$ cat src/rtl/alu_pkg.sv
// Shared definitions for the sequential ALU: opcode and controller-state encodings.
package alu_pkg;

  typedef enum logic [1:0] {
    OP_SUB   = 2'b00,
    OP_ADD   = 2'b01,
    OP_MUL   = 2'b10,
    OP_SCL35 = 2'b11
  } op_e;

  typedef enum logic [1:0] {
    S_IDLE = 2'b00,
    S_EXEC = 2'b01,
    S_DONE = 2'b10
  } state_e;

endpackage

$ cat src/rtl/alu_seq_if.sv
// Start/done request bus between the controller FSM (master) and the ALU (slave).
interface alu_seq_if #(
  parameter int WIDTH = 9
);
  logic             start;
  logic [1:0]       sel;
  logic [WIDTH-1:0] a;
  logic [WIDTH-1:0] b;
  logic             ready;
  logic             done;
  logic [WIDTH-1:0] result;
  logic             zero;
  logic             carry;

  modport master (
    output start, sel, a, b,
    input  ready, done, result, zero, carry
  );

  modport slave (
    input  start, sel, a, b,
    output ready, done, result, zero, carry
  );
endinterface

$ cat src/rtl/alu_mul_iter.sv
// Iterative LSB-first shift-add multiplier: one partial product per cycle, WIDTH cycles per load.
module alu_mul_iter #(
  parameter int WIDTH = 9
) (
  input  logic               clk,
  input  logic               rst,
  input  logic               load,
  input  logic [WIDTH-1:0]   a,
  input  logic [WIDTH-1:0]   b,
  output logic [2*WIDTH-1:0] prod,
  output logic               last
);
  localparam int W2 = 2 * WIDTH;
  localparam int CW = $clog2(WIDTH + 1);

  logic [W2-1:0]    acc_q, acc_d;
  logic [W2-1:0]    mcand_q, mcand_d;
  logic [WIDTH-1:0] mplier_q, mplier_d;
  logic [CW-1:0]    cnt_q, cnt_d;
  logic [W2-1:0]    addend;
  logic             busy;

  always_comb begin
    busy     = (cnt_q < CW'(WIDTH));
    addend   = mplier_q[0] ? mcand_q : '0;
    acc_d    = acc_q;
    mcand_d  = mcand_q;
    mplier_d = mplier_q;
    cnt_d    = cnt_q;
    if (load) begin
      acc_d    = '0;
      mcand_d  = W2'(a);
      mplier_d = b;
      cnt_d    = '0;
    end else if (busy) begin
      acc_d    = acc_q + addend;
      mcand_d  = mcand_q << 1;
      mplier_d = mplier_q >> 1;
      cnt_d    = cnt_q + CW'(1);
    end
  end

  // Counter parks at WIDTH when idle so last can never fire without a load.
  always_ff @(posedge clk) begin
    if (rst) begin
      acc_q    <= '0;
      mcand_q  <= '0;
      mplier_q <= '0;
      cnt_q    <= CW'(WIDTH);
    end else begin
      acc_q    <= acc_d;
      mcand_q  <= mcand_d;
      mplier_q <= mplier_d;
      cnt_q    <= cnt_d;
    end
  end

  // prod includes the current cycle's partial product, so the final value is
  // available on the same edge that performs the last iteration.
  assign prod = acc_q + addend;
  assign last = (cnt_q == CW'(WIDTH - 1));

endmodule

$ cat src/rtl/alu_seq.sv
// Multi-cycle ALU: start/done handshake, latched operands, registered result and flags.
module alu_seq
  import alu_pkg::*;
#(
  parameter int WIDTH = 9
) (
  input  logic     clk,
  input  logic     rst,
  alu_seq_if.slave bus
);
  localparam int W2 = 2 * WIDTH;

  state_e           state_q, state_d;
  op_e              op_q;
  logic [WIDTH-1:0] a_q, b_q;
  logic [WIDTH-1:0] result_q;
  logic             zero_q, carry_q;

  logic             accept;
  logic             write_en;
  logic             mul_last;
  logic [W2-1:0]    mul_prod;
  logic [W2-1:0]    wide_res;
  logic [WIDTH-1:0] trunc_res;
  logic             carry_calc;

  always_ff @(posedge clk) begin
    if (rst) begin
      state_q <= S_IDLE;
    end else begin
      state_q <= state_d;
    end
  end

  always_comb begin
    state_d = state_q;
    case (state_q)
      S_IDLE:  if (bus.start) state_d = S_EXEC;
      S_EXEC:  if (op_q != OP_MUL || mul_last) state_d = S_DONE;
      S_DONE:  state_d = bus.start ? S_EXEC : S_IDLE;
      default: state_d = S_IDLE;
    endcase
  end

  always_comb begin
    bus.ready = (state_q != S_EXEC);
    bus.done  = (state_q == S_DONE);
    accept    = bus.start && (state_q != S_EXEC);
    write_en  = (state_q == S_EXEC) && (op_q != OP_MUL || mul_last);
  end

  always_ff @(posedge clk) begin
    if (rst) begin
      op_q <= OP_SUB;
      a_q  <= '0;
      b_q  <= '0;
    end else if (accept) begin
      op_q <= op_e'(bus.sel);
      a_q  <= bus.a;
      b_q  <= bus.b;
    end
  end

  // The multiplier loads straight from the bus so its first iteration lines up
  // with the first EXEC cycle.
  alu_mul_iter #(
    .WIDTH(WIDTH)
  ) u_mul (
    .clk  (clk),
    .rst  (rst),
    .load (accept),
    .a    (bus.a),
    .b    (bus.b),
    .prod (mul_prod),
    .last (mul_last)
  );

  always_comb begin
    wide_res   = '0;
    carry_calc = 1'b0;
    case (op_q)
      OP_ADD: begin
        wide_res   = W2'(a_q) + W2'(b_q);
        carry_calc = wide_res[WIDTH];
      end
      OP_SUB: begin
        wide_res   = W2'(a_q) - W2'(b_q);
        carry_calc = (a_q < b_q);
      end
      OP_MUL: begin
        wide_res   = mul_prod;
        carry_calc = |wide_res[W2-1:WIDTH];
      end
      OP_SCL35: begin
        wide_res   = (W2'(b_q) << 1) + W2'(b_q) + W2'(b_q >> 1);
        carry_calc = |wide_res[W2-1:WIDTH];
      end
      default: begin
        wide_res   = '0;
        carry_calc = 1'b0;
      end
    endcase
    trunc_res = wide_res[WIDTH-1:0];
  end

  always_ff @(posedge clk) begin
    if (rst) begin
      result_q <= '0;
      zero_q   <= 1'b0;
      carry_q  <= 1'b0;
    end else if (write_en) begin
      result_q <= trunc_res;
      zero_q   <= (trunc_res == '0);
      carry_q  <= carry_calc;
    end
  end

  assign bus.result = result_q;
  assign bus.zero   = zero_q;
  assign bus.carry  = carry_q;

endmodule

$ cat src/flat_wrapper.sv
// flat-port wrapper written by rule: the top's interface ports become plain ports
module alu_seq_flat import alu_pkg::*;
#(
  parameter int WIDTH = 9
)
  (clk, rst, bus_start, bus_sel, bus_a, bus_b, bus_ready, bus_done, bus_result, bus_zero, bus_carry);
  alu_seq_if #(.WIDTH(WIDTH)) bus_i ();
  input  logic clk;
  input  logic rst;
  input wire logic [$bits(bus_i.start)-1:0] bus_start;
  input wire logic [$bits(bus_i.sel)-1:0] bus_sel;
  input wire logic [$bits(bus_i.a)-1:0] bus_a;
  input wire logic [$bits(bus_i.b)-1:0] bus_b;
  output wire logic [$bits(bus_i.ready)-1:0] bus_ready;
  output wire logic [$bits(bus_i.done)-1:0] bus_done;
  output wire logic [$bits(bus_i.result)-1:0] bus_result;
  output wire logic [$bits(bus_i.zero)-1:0] bus_zero;
  output wire logic [$bits(bus_i.carry)-1:0] bus_carry;
  assign bus_i.start = bus_start;
  assign bus_i.sel = bus_sel;
  assign bus_i.a = bus_a;
  assign bus_i.b = bus_b;
  assign bus_ready = bus_i.ready;
  assign bus_done = bus_i.done;
  assign bus_result = bus_i.result;
  assign bus_zero = bus_i.zero;
  assign bus_carry = bus_i.carry;
  alu_seq #(.WIDTH(WIDTH)) u_core (.clk(clk), .rst(rst), .bus(bus_i));
endmodule
$ cat config.mk
export PLATFORM = sky130hd
export DESIGN_NAME = alu_seq_flat
export DESIGN_NICKNAME = d
export VERILOG_FILES = /design/src/rtl/alu_pkg.sv /design/src/rtl/alu_seq_if.sv /design/src/rtl/alu_mul_iter.sv /design/src/rtl/alu_seq.sv /design/src/flat_wrapper.sv
export SDC_FILE = /design/constraint.sdc
export NUM_CORES = 1
export LEC_CHECK = 0
export CAP_MARGIN = 10
export CORE_MARGIN = 1.5
export CORE_UTILIZATION = 30
export CTS_CLUSTER_SIZE = 25
export DETAILED_ROUTE_END_ITERATION = 7
export GPL_ROUTABILITY_DRIVEN = 0
export HOLD_SLACK_MARGIN = 0.03
export PLACE_DENSITY = 0.54
export SYNTH_ARGS = -nofsm -noshare
export SYNTH_HDL_FRONTEND = slang
export SYNTH_SLANG_ARGS = --single-unit
$ cat constraint.sdc
create_clock -name clk -period 3.8 [get_ports clk]
set_clock_uncertainty 0.05 [all_clocks]
set_input_delay 0.57 -clock clk [delete_from_list [all_inputs] [get_ports clk]]
set_output_delay 0.57 -clock clk [all_outputs]
set_load 0.02 [all_outputs]
==> metrics.cfg, run 1 <==
[route]
drc = 3
firstDrtPassIters = 8
routedWlPerCell_um = 15.40
antenna_left = 0
via_per_inst = 5.041
routed_wl_mm = 14.57
vias = 4769
drt_iter0_drc = 285

[min_path]
whs_endpoint = u_core.u_mul.mcand_q[17]
hold_path.class = reg2reg
min_path_cells = 2
holdCritStartpoint = u_core.u_mul.mcand_q[17]

[synth]
synth_area_leaders = dfxtp_1 (29%), ha_1 (11%), nand2_1 (8.7%)
ys_seq_area_share_pct = 29.40
synth_nets = 774
yosys.area.top_type = dfxtp_1
synth_area_per_cell_um2 = 8.093
synthFlopType = dfxtp_1
synth_compound_area_share_pct = 21.53
synthCells = 690
synth-simple-area-share_pct = 20.28
synthDistinctLibCells = 60
synth-edff-count = 0
ys_seq_elements = 82
synth_top_family_by_area = compound AO/OA/AOI/OAI gates
yosysWarnings = 0
synth_top_area_share_pct = 29.40
synth-xor-area-share_pct = 5.176
synthMuxAreaShare_pct = 3.719
syn_area_um2 = 5584
synthArstFlopShare_pct = 0
synthAdderAreaFrac_pct = 15.28

[floorplanning]
die-height_um = 139.4
core_area_um2 = 18090
initial_utilization_pct = 30.88
die_w_um = 139.4
die_area_um2 = 19440
num_io_pins = 36
std_cell_rows = 49

[timing]
fin_crit_sh_pct = 88.25
drv_slew = 0
setup-tns-final_ns = 0
worst_slack_ns = 0.4467
finalCriticalPeriod_ns = 3.353
tightest_slew_ns = 0.8857
finalHoldViolCount = 0
rsz0062_at_grt = no
timing.hold.ws_ns = 0.4065
fmax_mhz = 298.2
setup_viol = 0
relSlewSlack_pct = 40.95

[cts]
cts_sinks = 82
post-cts-setup-buffers = 0
post_cts_resized = 0
cts_root_buf = clkbuf_16
clock_path_buffers = 2
cts_tree = built
numCtsBuffers = 9
cts_max_level = 3
clk_pin_slew_ns = 0.06
ctsHoldBuffers = 0
clk_latency_ns = 0.35

[power]
leakage_nw = 2.497
peakVddDrop_uv = 220.3
p_total_mw = 2.384
p_per_area_nw_per_um2 = 369.2

[run_status]
violations = design-rule violations
status = finished with violations

[layout]
drive_gt1_share_pct = 6.695
syn2layout_area_growth_pct = 15.64
layout_commonest_cell = nand2_1
final_cell_mix = nand2_1 (129), dfxtp_1 (82), a21oi_1 (77)
fillers = 1894
final_core_util_pct = 35.70
n_antenna_cell = 0
layout.nets = 796
seq_area_um2 = 1642
design_area_um2 = 6457
multi_input_area_um2 = 3699
fin_cells = 946

[critical_path]
r2r_end = u_core.bus.carry
crit_fanout = 6
cp_cell_sequence = fa_1, ha_1, nor2b_1, o31a_1, o41a_1, o311ai_2, nand2_1, nand4bb_1, nor4bb_1, a41oi_1
arrival_ns = 3.52
ff2ff_path_depth = 10
reg2reg_slack_ns = 0.45
crit_type = reg2reg
cp-end-kind = register
cp-start-kind = register
r2r-start = u_core.b_q[4]
worstPathRequired_ns = 3.97
slowest_delay_ns = 0.49
crit_slowest_cell = dfxtp_1

[grt]
grt_max_degree = 31
grt_usage_pct = 15.66
grt_pass1_vias = 4470
antenna_found_initial = 0
grt-ovfl-total = 0
grt_pass1_wl_mm = 24.03

[placed_design]
placed_area_um2 = 6178
post-dp-hpwl_mm = 11.22
dp.cells = 930
place_ws_ns = 0.4186
port_buffers = 35

[run]
drv_cap = 0

-- cells by family (layout without fill, tap and decap cells) --
kind of cell	Yosys count	after routing
simple gates	253	253
compound gates	181	181
flops	82	82
buf+inv	68	95
fa+ha+maj	61	61
xor+xnor	33	33
mux	12	12
-- synth_stat cells (12+ instances only) --
cell,instances
o21ai_0,21
ha_1,49
xnor2_1,25
a21oi_1,78
nor2_1,53
dfxtp_1,82
inv_1,33
fa_1,12
and2_1,20
nand2_1,130
clkbuf_1,28
a311oi_1,17
-- critical path: cells and delay by family, from the launching register on --
kind / cells / cell delay (ns)
compound gates: 4 / 1.09
fa+ha+maj: 2 / 0.83
flops: 1 / 0.49
simple gates: 4 / 0.76
-- final cells by class --
type                            instances  share of cell area, %
Clock buffer                            9                  3.488
Clock inverter                          7                 0.8332
Timing Repair Buffer                   46                  6.627
Inverter                               33                  1.918
Sequential cell                        82                  25.42
Multi-Input combinational cell        540                  57.28
Tap cell                              229                  4.437
-- per-layer routing --
metal	part of all wire, %	track usage (%)
met4	1.5	4.759
met1	55	24.51
met3	5.1	3.820
met5	0	0
met2	38	20.53
-- how the worst max path moves through the flow --
stage | cells past startpoint | slack (ns) | end | startpoint
after floorplan | 12 | 0.76 | u_core.bus.carry | u_core.b_q[2]
after global placement | 12 | 0.50 | u_core.bus.carry | u_core.b_q[2]
after detailed placement | 12 | 0.42 | u_core.bus.carry | u_core.b_q[2]
after CTS | 12 | 0.42 | u_core.bus.carry | u_core.b_q[2]
after global routing | 12 | 0.17 | u_core.bus.carry | u_core.b_q[2]
final | 10 | 0.45 | u_core.bus.carry | u_core.b_q[4]
-- flip-flops by register name (all words and copies together), names as in the netlist --
signal                 flops
u_core.u_mul.mplier_q      9
u_core.state_q             2
u_core.a_q                 9
u_core.u_mul.mcand_q      18
u_core.bus.zero            1
u_core.op_q                2
u_core.bus.result          9
u_core.u_mul.cnt_q         4
u_core.b_q                 9
u_core.u_mul.acc_q        18
u_core.bus.carry           1
-- power by group --
| group | internal, mW | total, mW | switching, mW |
|---|---|---|---|
| clock | 0.448 | 0.836 | 0.388 |
| combinational | 0.244 | 0.586 | 0.343 |
| sequential | 0.910 | 0.962 | 0.0514 |
| total | 1.60 | 2.38 | 0.782 |
Note: power is estimated with default switching activity, not from simulation.
==> inputs of run 2 (changes only) <==
--- a/config.mk
+++ b/config.mk
@@ -5,6 +5,7 @@
 export SDC_FILE = /design/constraint.sdc
 export NUM_CORES = 1
 export LEC_CHECK = 0
+export ABC_AREA = 1
 export CAP_MARGIN = 10
 export CORE_MARGIN = 1.5
 export CORE_UTILIZATION = 30
==> metrics.cfg, run 2 <==
[floorplanning]
std_cell_rows = 51  ; +4.1%
die-height_um = 143.9  ; +3.2%
die_area_um2 = 20720  ; +6.6%
initial_utilization_pct = 30.61  ; -0.26 points
core_area_um2 = 19460  ; +7.6%
num_io_pins = 36  ; unchanged
die_w_um = 143.9  ; +3.2%

[critical_path]
worst-path-buf-inv = 1  ; +1
slowest_delay_ns = 0.56  ; +0.07 ns
crit_path_frequent_cell = nor2_1
cp-end-kind = register
crit_slowest_cell = fa_1
path_delay_family = adder cells
crit_type = reg2reg
arrival_ns = 3.22  ; -0.30 ns
crit_fanout = 5  ; -1
cp-start-kind = register
worstPathRequired_ns = 4.03  ; +0.06 ns
cp_cell_sequence = fa_1, ha_1, inv_1, fa_1, nor2_1, a31oi_1, o221ai_1, nor2_1, nand3_1, nor2_1, nand4_1, a21oi_1

[synth]
yosys.area.top_type = dfxtp_1
synth_most_common_cell = nand2_1
ys_seq_elements = 82  ; unchanged
synthCells = 912  ; +32%
synth-edff-count = 0  ; unchanged
yosysWarnings = 0  ; unchanged
synth_area_leaders = dfxtp_1 (28%), nand2_1 (17%), ha_1 (10%)
synth_nets = 996  ; +29%
ys_seq_area_share_pct = 27.55  ; -1.8 points
synth_top_area_share_pct = 27.55  ; -1.8 points
synth_common_cells = nand2_1 (271), inv_1 (136), dfxtp_1 (82)
synthFlopType = dfxtp_1
synthArstFlopShare_pct = 0  ; unchanged
synth_area_per_cell_um2 = 6.533  ; -19%
syn_area_um2 = 5958  ; +6.7%
synthDistinctLibCells = 42  ; -30%

[min_path]
hold_path.class = reg2reg

[timing]
tightest_slew_ns = 0.6970  ; -0.1887 ns
fin_crit_sh_pct = 78.54  ; -9.7 points
finalCriticalPeriod_ns = 2.985  ; -0.3687 ns
relSlewSlack_pct = 53.48  ; +13 points
fmax_mhz = 335.1  ; +12%
finalHoldViolCount = 0  ; unchanged
setup_viol = 0  ; unchanged
rsz0062_at_grt = no
setup-tns-final_ns = 0  ; unchanged
drv_slew = 0  ; unchanged

[layout]
layout.nets = 1018  ; +28%
fin_cells = 1204  ; +27%
final_cell_mix = nand2_1 (271), inv_1 (136), dfxtp_1 (82)
layout_commonest_cell = nand2_1
top_regs = u_core.u_mul.acc_q (18), u_core.u_mul.mcand_q (18)
drive_gt1_share_pct = 4.473  ; -2.2 points
n_antenna_cell = 0  ; unchanged
design_area_um2 = 6862  ; +6.3%
syn2layout_area_growth_pct = 15.16

[route]
drt_iter0_drc = 367  ; +29%
firstDrtPassIters = 5  ; -3
antenna_left = 0  ; unchanged
via_per_inst = 4.718  ; -6.4%
routed_wl_mm = 17.06  ; +17%
vias = 5680  ; +19%
routedWlPerCell_um = 14.17  ; -8.0%
drc = 0  ; -3

[grt]
grt_usage_pct = 17.45  ; +1.8 points
grt_max_degree = 37  ; +19%
antenna_found_initial = 0  ; unchanged
grt-ovfl-total = 0  ; unchanged
grt_pass1_vias = 5393  ; +21%
grt_pass1_wl_mm = 27.90  ; +16%

[placed_design]
post-dp-hpwl_mm = 13.38  ; +19%
dp.cells = 1188  ; +28%
placed_area_um2 = 6541  ; +5.9%
port_buffers = 35  ; unchanged

[run]
drv_cap = 0  ; unchanged

[cts]
numCtsBuffers = 9  ; unchanged
post-cts-setup-buffers = 0  ; unchanged
clk_latency_ns = 0.35  ; about the same
cts_tree = built
ctsHoldBuffers = 0  ; unchanged
cts_sinks = 82  ; unchanged
post_cts_resized = 0  ; unchanged
clock_path_buffers = 2  ; unchanged
cts_max_level = 3  ; unchanged
cts_root_buf = clkbuf_16
clk_pin_slew_ns = 0.07  ; about the same

[power]
p_total_mw = 2.576  ; +8.0%
leakage_nw = 3.509  ; +41%
p_per_area_nw_per_um2 = 375.4  ; +1.7%
peakVddDrop_uv = 242.6  ; +10%

[run_status]
status = finished clean

## run 2: cell types whose count changed after synthesis, sizes merged, moves of 17 or more
cell    change
nand2     +145
a311oi     -17
xnor2      -23
inv       +109
nand3      +68
and2       -17
a21oi      -26
## run 2: layout make-up
cell class,count,area (µm²)
clock buffers,10,229.0
clock inverters,6,91.34
fillers,2131,12600
inverters,143,536.8
multi-input cells,656,3628
flip-flops and latches,82,1642
well taps,265,331.6
repair buffers,42,402.9
## run 2: final timing paths
| kind | slack [ns] | from | end | cells after the start |
|---|---|---|---|---|
| max | 0.82 | u_core.b_q[0] | u_core.bus.zero | 12 |
| min | 0.42 | u_core.u_mul.mplier_q[8] | u_core.u_mul.mplier_q[8] | 2 |
| max reg2reg | 0.82 | u_core.b_q[0] | u_core.bus.zero | 12 |
| min reg2reg | 0.42 | u_core.u_mul.mplier_q[8] | u_core.u_mul.mplier_q[8] | 2 |
## run 2: metrics by stage
stage | setup slack, ns | utilization, % | hold WS, ns
after floorplan | 1.306 | - | 0.3943
after global placement | 0.8891 | 33.61 | 0.4104
after detailed placement | 0.8921 | 33.61 | 0.4094
after CTS | 0.8389 | 35.26 | 0.4190
after global routing | 0.5771 | 35.26 | 0.4398
final | 0.8154 | 35.26 | 0.4192
## run 2: logic make-up after synthesis
group                      after synthesis  share of synthesized area, %
AOI/OAI and AO/OA                      140                         13.71
buffers and inverters                  174                         11.55
adders and majority gates               61                         14.32
and+or+nand+nor                        442                         30.95
xor gates and xnor gates                13                         1.911
DFF                                     82                         27.55
## run 2: power breakdown
group / leakage [nW] / internal (mW) / switching (mW)
Combinational: 2.68 / 0.224 / 0.408
Clock: 0.157 / 0.579 / 0.393
Sequential: 0.672 / 0.918 / 0.0549
Total: 3.51 / 1.72 / 0.856
## run 2: worst register-to-register path: cells and delay by family, from the launching register on
kind,cells,cell delay (ns)
and+or+nand+nor,5,0.47
buffers and inverters,1,0.08
DFF,1,0.38
AOI/OAI and AO/OA,3,0.68
adders and majority gates,3,1.27
## run 2: per-layer routing
layer  share of wire [%]  routed length (µm)  vias to the layer above  GRT usage [%]
met2                  44                7505                      111          26.89
met1                  50                8510                     2580          24.48
met4                 2.3                 393                        0          7.035
met3                 3.8                 650                       23          2.266
met5                   0                   0                        -              0
li1                    -                   -                     2966              -
